$ cat config.mk
export PLATFORM = sky130hd
export DESIGN_NAME = csr_access_ctrl
export DESIGN_NICKNAME = d
export VERILOG_FILES = /design/src/rtl/csr_access_ctrl_pkg.sv /design/src/rtl/csr_access_ctrl.sv
export SDC_FILE = /design/constraint.sdc
export NUM_CORES = 1
export LEC_CHECK = 0
export ABC_AREA = 1
export ABC_CLOCK_PERIOD_IN_PS = 3200
export CAP_MARGIN = 20
export CORE_AREA = 2 2 227 229
export DETAILED_ROUTE_END_ITERATION = 7
export DIE_AREA = 0 0 229 231
export GPL_ROUTABILITY_DRIVEN = 0
export SLEW_MARGIN = 20
export SYNTH_ARGS = -nofsm -noshare
export SYNTH_HDL_FRONTEND = slang
export SYNTH_SLANG_ARGS = --single-unit
$ cat constraint.sdc
create_clock -name clk -period 3.2 [get_ports clk]
set_input_delay 0.48 -clock clk [delete_from_list [all_inputs] [get_ports clk]]
set_output_delay 0.48 -clock clk [all_outputs]
set_load 0.03 [all_outputs]
$ cat src/rtl/csr_access_ctrl_pkg.sv
// Shared types and constants for the CSR access controller: op codes, FSM states,
// machine-mode CSR addresses and the ECALL cause code.
package csr_access_ctrl_pkg;

    localparam int XLEN   = 64;
    localparam int CSR_AW = 12;

    typedef enum logic [3:0] {
        OP_RW    = 4'd0,
        OP_RS    = 4'd1,
        OP_RC    = 4'd2,
        OP_RWI   = 4'd3,
        OP_RSI   = 4'd4,
        OP_RCI   = 4'd5,
        OP_ECALL = 4'd6,
        OP_MRET  = 4'd7
    } csr_op_e;

    typedef enum logic [2:0] {
        S_IDLE,
        S_RD,
        S_WR,
        S_TRAP,
        S_RESP
    } state_e;

    localparam logic [11:0] CSR_MSTATUS = 12'h300;
    localparam logic [11:0] CSR_MTVEC   = 12'h305;
    localparam logic [11:0] CSR_MEPC    = 12'h341;
    localparam logic [11:0] CSR_MCAUSE  = 12'h342;

    localparam logic [XLEN-1:0] CAUSE_ECALL_M = 64'd11;

    function automatic logic is_csr_op(input logic [3:0] op);
        return (op == OP_RW) || (op == OP_RS) || (op == OP_RC) ||
               (op == OP_RWI) || (op == OP_RSI) || (op == OP_RCI);
    endfunction

endpackage

$ cat src/rtl/csr_access_ctrl.sv
// Initiator side of the CSR file port: runs Zicsr read-modify-write ops, ECALL and MRET,
// one op in flight, returning the old CSR value or a fetch redirect.
//
// state  | meaning
// S_IDLE | ready for a new op
// S_RD   | CSR read address driven, old value captured
// S_WR   | new value written (skipped for set/clear with zero source)
// S_TRAP | one-cycle ecall pulse to the CSR file
// S_RESP | result held until the consumer accepts it
module csr_access_ctrl
    import csr_access_ctrl_pkg::*;
#(
    parameter int                XLEN_P     = XLEN,
    parameter int                CSR_AW_P   = CSR_AW,
    parameter logic [CSR_AW_P-1:0] MTVEC_ADDR = CSR_MTVEC,
    parameter logic [CSR_AW_P-1:0] MEPC_ADDR  = CSR_MEPC
) (
    input  logic                clk,
    input  logic                rst,
    input  logic                in_valid,
    output logic                in_ready,
    input  logic [3:0]          in_op,
    input  logic [CSR_AW_P-1:0] in_csr,
    input  logic [XLEN_P-1:0]   in_src,
    input  logic [4:0]          in_zimm,
    input  logic [4:0]          in_rd,
    input  logic [XLEN_P-1:0]   in_pc,
    output logic [CSR_AW_P-1:0] csr_rnum,
    input  logic [XLEN_P-1:0]   csr_rdata,
    output logic [CSR_AW_P-1:0] csr_wnum,
    output logic                csr_wen,
    output logic [XLEN_P-1:0]   csr_wdata,
    output logic [XLEN_P-1:0]   csr_wmask,
    output logic                ecall,
    output logic [XLEN_P-1:0]   pc,
    output logic                out_valid,
    input  logic                out_ready,
    output logic                out_rd_we,
    output logic [4:0]          out_rd,
    output logic [XLEN_P-1:0]   out_rdata,
    output logic                out_redir,
    output logic [XLEN_P-1:0]   out_target
);

    state_e              state, state_nxt;
    logic [3:0]          op_q;
    logic [CSR_AW_P-1:0] csr_q;
    logic [XLEN_P-1:0]   src_q;
    logic [4:0]          rd_q;
    logic [XLEN_P-1:0]   pc_q;
    logic [XLEN_P-1:0]   old_q;
    logic                accept;
    logic                op_is_csr;
    logic                op_is_imm;
    logic                op_writes;
    logic [XLEN_P-1:0]   new_val;

    function automatic logic [XLEN_P-1:0] csr_alu(input logic [3:0] op,
                                                  input logic [XLEN_P-1:0] old,
                                                  input logic [XLEN_P-1:0] src);
        case (op)
            OP_RS, OP_RSI: return old | src;
            OP_RC, OP_RCI: return old & ~src;
            default:       return src;
        endcase
    endfunction

    assign accept    = (state == S_IDLE) && in_valid;
    assign op_is_csr = is_csr_op(op_q);
    assign op_is_imm = (in_op == OP_RWI) || (in_op == OP_RSI) || (in_op == OP_RCI);
    // set/clear with a zero source must not touch the CSR (side-effect free read)
    assign op_writes = (op_q == OP_RW) || (op_q == OP_RWI) || (src_q != '0);
    assign new_val   = csr_alu(op_q, old_q, src_q);

    always_ff @(posedge clk) begin
        if (rst) begin
            state <= S_IDLE;
            op_q  <= '0;
            csr_q <= '0;
            src_q <= '0;
            rd_q  <= '0;
            pc_q  <= '0;
            old_q <= '0;
        end else begin
            state <= state_nxt;
            if (accept) begin
                op_q  <= in_op;
                csr_q <= in_csr;
                src_q <= op_is_imm ? {{(XLEN_P-5){1'b0}}, in_zimm} : in_src;
                rd_q  <= in_rd;
                pc_q  <= in_pc;
                old_q <= '0;
            end else if (state == S_RD) begin
                old_q <= csr_rdata;
            end
        end
    end

    always_comb begin
        state_nxt  = state;
        in_ready   = 1'b0;
        csr_rnum   = '0;
        csr_wnum   = '0;
        csr_wen    = 1'b0;
        csr_wdata  = '0;
        csr_wmask  = '0;
        ecall      = 1'b0;
        out_valid  = 1'b0;
        out_rd_we  = 1'b0;
        out_rd     = '0;
        out_rdata  = '0;
        out_redir  = 1'b0;
        out_target = '0;
        case (state)
            S_IDLE: begin
                in_ready = 1'b1;
                if (in_valid) begin
                    if (is_csr_op(in_op) || in_op == OP_MRET) state_nxt = S_RD;
                    else if (in_op == OP_ECALL)               state_nxt = S_TRAP;
                    else                                      state_nxt = S_RESP;
                end
            end
            S_RD: begin
                if (op_q == OP_ECALL)     csr_rnum = MTVEC_ADDR;
                else if (op_q == OP_MRET) csr_rnum = MEPC_ADDR;
                else                      csr_rnum = csr_q;
                state_nxt = op_is_csr ? S_WR : S_RESP;
            end
            S_WR: begin
                csr_wnum  = csr_q;
                csr_wdata = new_val;
                csr_wen   = op_writes && !rst;
                state_nxt = S_RESP;
            end
            S_TRAP: begin
                ecall     = !rst;
                state_nxt = S_RD;
            end
            S_RESP: begin
                out_valid = 1'b1;
                out_rd    = rd_q;
                out_rdata = old_q;
                if (op_is_csr) begin
                    out_rd_we = (rd_q != 5'd0);
                end else if (op_q == OP_ECALL) begin
                    out_redir  = 1'b1;
                    out_target = {old_q[XLEN_P-1:2], 2'b00};
                end else if (op_q == OP_MRET) begin
                    out_redir  = 1'b1;
                    out_target = old_q;
                end
                if (out_ready) state_nxt = S_IDLE;
            end
            default: state_nxt = S_IDLE;
        endcase
    end

    assign pc = pc_q;

endmodule

==> metrics.txt <==
# TYPE chip_impl_metric gauge
chip_impl_metric{name="route.detailed.wl_per_inst",unit="um"} 16.8
chip_impl_metric{name="critPathRequiredTime",unit="ns"} 2.72
chip_impl_metric{name="postSynthCellCount",unit=""} 1566
chip_impl_metric{name="synth.lib_cells_used.distinct",unit=""} 30
chip_impl_metric{name="num_rows",unit=""} 83
chip_impl_metric{name="grt_max_degree",unit=""} 81
chip_impl_info{name="crit_chain",value="inv_1 > nor3_2 > clkinv_2 > buf_4 > nor2_1 > clkdlybuf4s50_1"} 1
chip_impl_metric{name="route.antenna.remaining_nets",unit=""} 0
chip_impl_metric{name="wl",unit="um"} 45700
chip_impl_metric{name="antenna_found_initial",unit=""} 1
chip_impl_metric{name="switching_power",unit="mW"} 2.40
chip_impl_metric{name="timing.fmax",unit="MHz"} 327
chip_impl_metric{name="grt.overflow.total",unit=""} 0
chip_impl_metric{name="cts_buffers",unit=""} 27
chip_impl_metric{name="final-setup-viol-count",unit=""} 0
chip_impl_metric{name="ys_warn_count",unit=""} 0
chip_impl_metric{name="post_cts_setup_buffer_count",unit=""} 0
chip_impl_metric{name="ys_seq_elements",unit=""} 216
chip_impl_metric{name="htree_levels",unit=""} 1
chip_impl_metric{name="min_period",unit="ns"} 3.06
chip_impl_metric{name="maxSlewViolCount",unit=""} 0
chip_impl_metric{name="antenna-diode-count",unit=""} 0
chip_impl_metric{name="grtUsageTotal",unit="%"} 16.2
chip_impl_metric{name="drt_pass1_iterations",unit=""} 5
chip_impl_metric{name="worst_skew_pair.late_latency",unit="ns"} 0.55
chip_impl_metric{name="internal_power",unit="mW"} 5.30
chip_impl_metric{name="viasPerCell",unit=""} 4.28
chip_impl_metric{name="power_density",unit="nW/um2"} 459
chip_impl_metric{name="slew_headroom",unit="%"} 43.5
chip_impl_metric{name="drv_cap",unit=""} 0
chip_impl_metric{name="cts_hold_buf",unit=""} 0
chip_impl_info{name="status",value="completed"} 1
chip_impl_metric{name="grt_pass1_vias",unit=""} 11400
chip_impl_metric{name="place_worst_setup_slack",unit="ns"} 0.423
chip_impl_metric{name="start_util",unit="%"} 20.4
chip_impl_metric{name="syn-cell-area",unit="um2"} 10300
chip_impl_metric{name="leakage",unit="nW"} 6.66
chip_impl_info{name="cts_tree",value="done"} 1
chip_impl_metric{name="dpl.hpwl",unit="um"} 33600
chip_impl_metric{name="numClockSinks",unit=""} 216
chip_impl_info{name="largest_delay_contributor_family_on_the_critical_path",value="buffers and inverters"} 1
chip_impl_metric{name="clock_skew",unit="ns"} 0.00782
chip_impl_metric{name="cp_max_fo",unit=""} 41
chip_impl_info{name="type_of_the_worst_min_delay_path",value="input pin to register"} 1
chip_impl_metric{name="clock_path_buffers",unit=""} 3
chip_impl_metric{name="ioPinCount",unit=""} 577
chip_impl_metric{name="die_y",unit="um"} 231
chip_impl_metric{name="drt-initial-drc-count",unit=""} 531
chip_impl_info{name="worst_setup_path_end_kind",value="output pin"} 1
chip_impl_metric{name="worstPathArrival",unit="ns"} 2.58
chip_impl_metric{name="critical_path.max_stage_delay",unit="ns"} 0.69
chip_impl_metric{name="core_region_area",unit="um2"} 50700
chip_impl_metric{name="nNetsFinal",unit=""} 2250
chip_impl_metric{name="area_delta_synth_final",unit="%"} 61.9
chip_impl_info{name="most_common_cell_after_layout_fill_and_taps_aside",value="clkdlybuf4s50_1"} 1
chip_impl_metric{name="sequentialPowerShare",unit="%"} 39.0
chip_impl_metric{name="port_buffers",unit=""} 512
chip_impl_info{name="start_kind",value="register"} 1
chip_impl_metric{name="power.share.switching",unit="%"} 31.2
chip_impl_metric{name="power_share_of_the_clock_group",unit="%"} 38.8
chip_impl_metric{name="syn_avg_cell_area",unit="um2"} 6.61
chip_impl_metric{name="share_comb_of_total_power",unit="%"} 22.2
chip_impl_metric{name="final_hold_viol_count",unit=""} 0
chip_impl_info{name="cts-root-buf",value="clkbuf_16"} 1
chip_impl_metric{name="synth_sequential_area_ratio",unit="%"} 41.8
chip_impl_metric{name="max_slew.worst_pin.slew",unit="ns"} 0.848
chip_impl_metric{name="worst_ir_drop_vdd",unit="V"} 0.000289
chip_impl_metric{name="post_route_cells_drive_above_1_share",unit="%"} 7.97
chip_impl_metric{name="chipWidth",unit="um"} 229
chip_impl_metric{name="worst-path-buf-inv",unit=""} 4
chip_impl_metric{name="cts.clk_slew.worst_paths",unit="ns"} 0.06
chip_impl_info{name="type_of_the_worst_setup_path",value="register to output pin"} 1
chip_impl_metric{name="global_route_wire_length_before_repair",unit="um"} 67000
chip_impl_metric{name="placed_cells",unit=""} 2679
chip_impl_info{name="mostFrequentLayoutCells",value="clkdlybuf4s50_1 (379), nand2_1 (371), dfxtp_1 (216)"} 1
chip_impl_metric{name="final.period_utilization",unit="%"} 95.6
chip_impl_metric{name="timing.final.ws_setup",unit="ns"} 0.141
chip_impl_metric{name="post_layout_nonfiller_instances",unit=""} 2724
chip_impl_metric{name="die_area",unit="um2"} 52900
chip_impl_metric{name="drt_drc_violations_left",unit=""} 0
chip_impl_info{name="cp_slowest_cell",value="clkdlybuf4s50_1"} 1
chip_impl_metric{name="dr_total_vias",unit=""} 11600
==> timing repair <==
| action | 4_1_cts | 5_1_grt |
|---|---|---|
| gates resized for setup | 29 | 23 |
| endpoints found under the setup margin | 42 | 23 |
| cloned | 0 | 0 |
==> registers in the layout (all words and copies together) (netlist names) <==
name   cells
csr_q     12
old_q     64
op_q       4
pc        64
src_q     64
rd_q       5
state      3
==> worst reg2reg max path, cell delays in order, from the launching register on <==
cell and delay (ns):
dfxtp_1 0.33, inv_1 0.14, nand3_4 0.24, inv_2 0.51
buf_12 0.32, nand2_1 0.09, nand2_1 0.08, nand2_1 0.05
a21oi_1 0.12
==> synth_stat cells (all sizes together) <==
cell type	count	area share, %
inv	170	6.2
buf	136	8.2
clkinv	1	0.036
nor2	196	7.2
conb	1	0.036
o22ai	3	0.18
a311oi	1	0.085
nand3b	1	0.073
dfxtp	216	42
nor3	13	0.68
nand2	374	14
o21ai	150	7.3
a21oi	136	6.6
nand4	2	0.12
a211oi	1	0.073
clkbuf	30	1.1
o211ai	5	0.36
or2	1	0.060
nand3	129	6.2
==> power groups by stage <==
stage	clock, mW	combinational (mW)	sequential (mW)
floorplan	0	0.850	3.17
global placement	0	1.71	3.05
detailed placement	0	1.73	3.06
CTS	3.10	1.74	3.00
global route	3.19	1.86	3.02
finish	2.98	1.71	3.00
==> logic make-up (layout without fill, tap and decap cells) <==
kind of cell	count (synthesis)	count (layout)	synth area share, %
AND/OR/NAND/NOR	716	716	28.1
buffers and inverters	337	752	15.5
AO/OA/AOI/OAI	296	296	14.6
flip-flops	216	216	41.8
other	1	64	0.0362
==> through the flow <==
step                      util (%)   TNS [ns]  power, mW  hold WS (ns)  area (um2)
after floorplan                  -          0       4.02         0.453       10600
after global placement        31.3          0       4.76         0.458       15900
after detailed placement      31.3          0       4.78         0.462       15900
after CTS                     33.0          0       7.84         0.422       16700
after global routing          33.1  -0.000124       8.07         0.447       16800
final                         33.1          0       7.69         0.468       16800
==> routing by layer <==
metal	vias up	GRT usage, %	wire (um)
li1	5713	-	-
met1	5417	18.6	18200
met2	454	29.4	22900
met3	61	4.21	3420
met4	2	5.11	1130
met5	-	0	13
==> final timing paths <==
check | depth (start not counted) | end | start | slack, ns
max reg2reg | 8 | state[2]$_SDFFE_PP0P_ | state[2]$_SDFFE_PP0P_ | 1.26
max | 6 | out_rdata[37] | state[2]$_SDFFE_PP0P_ | 0.14
min | 3 | pc[34]$_SDFFE_PP0P_ | in_pc[34] | 0.47
min reg2reg | 2 | pc[42]$_SDFFE_PP0P_ | pc[42]$_SDFFE_PP0P_ | 0.47
==> area by class of cell <==
class / instances / area [um2]
clock buffer: 38 / 757
tap: 680 / 851
clock inverter: 7 / 88.8
fill: 5467 / 33900
multi-input combinational: 1076 / 4700
sequential: 216 / 4320
inverter: 171 / 643
timing repair buffer: 536 / 5390
(Power assumes the default switching activity.)
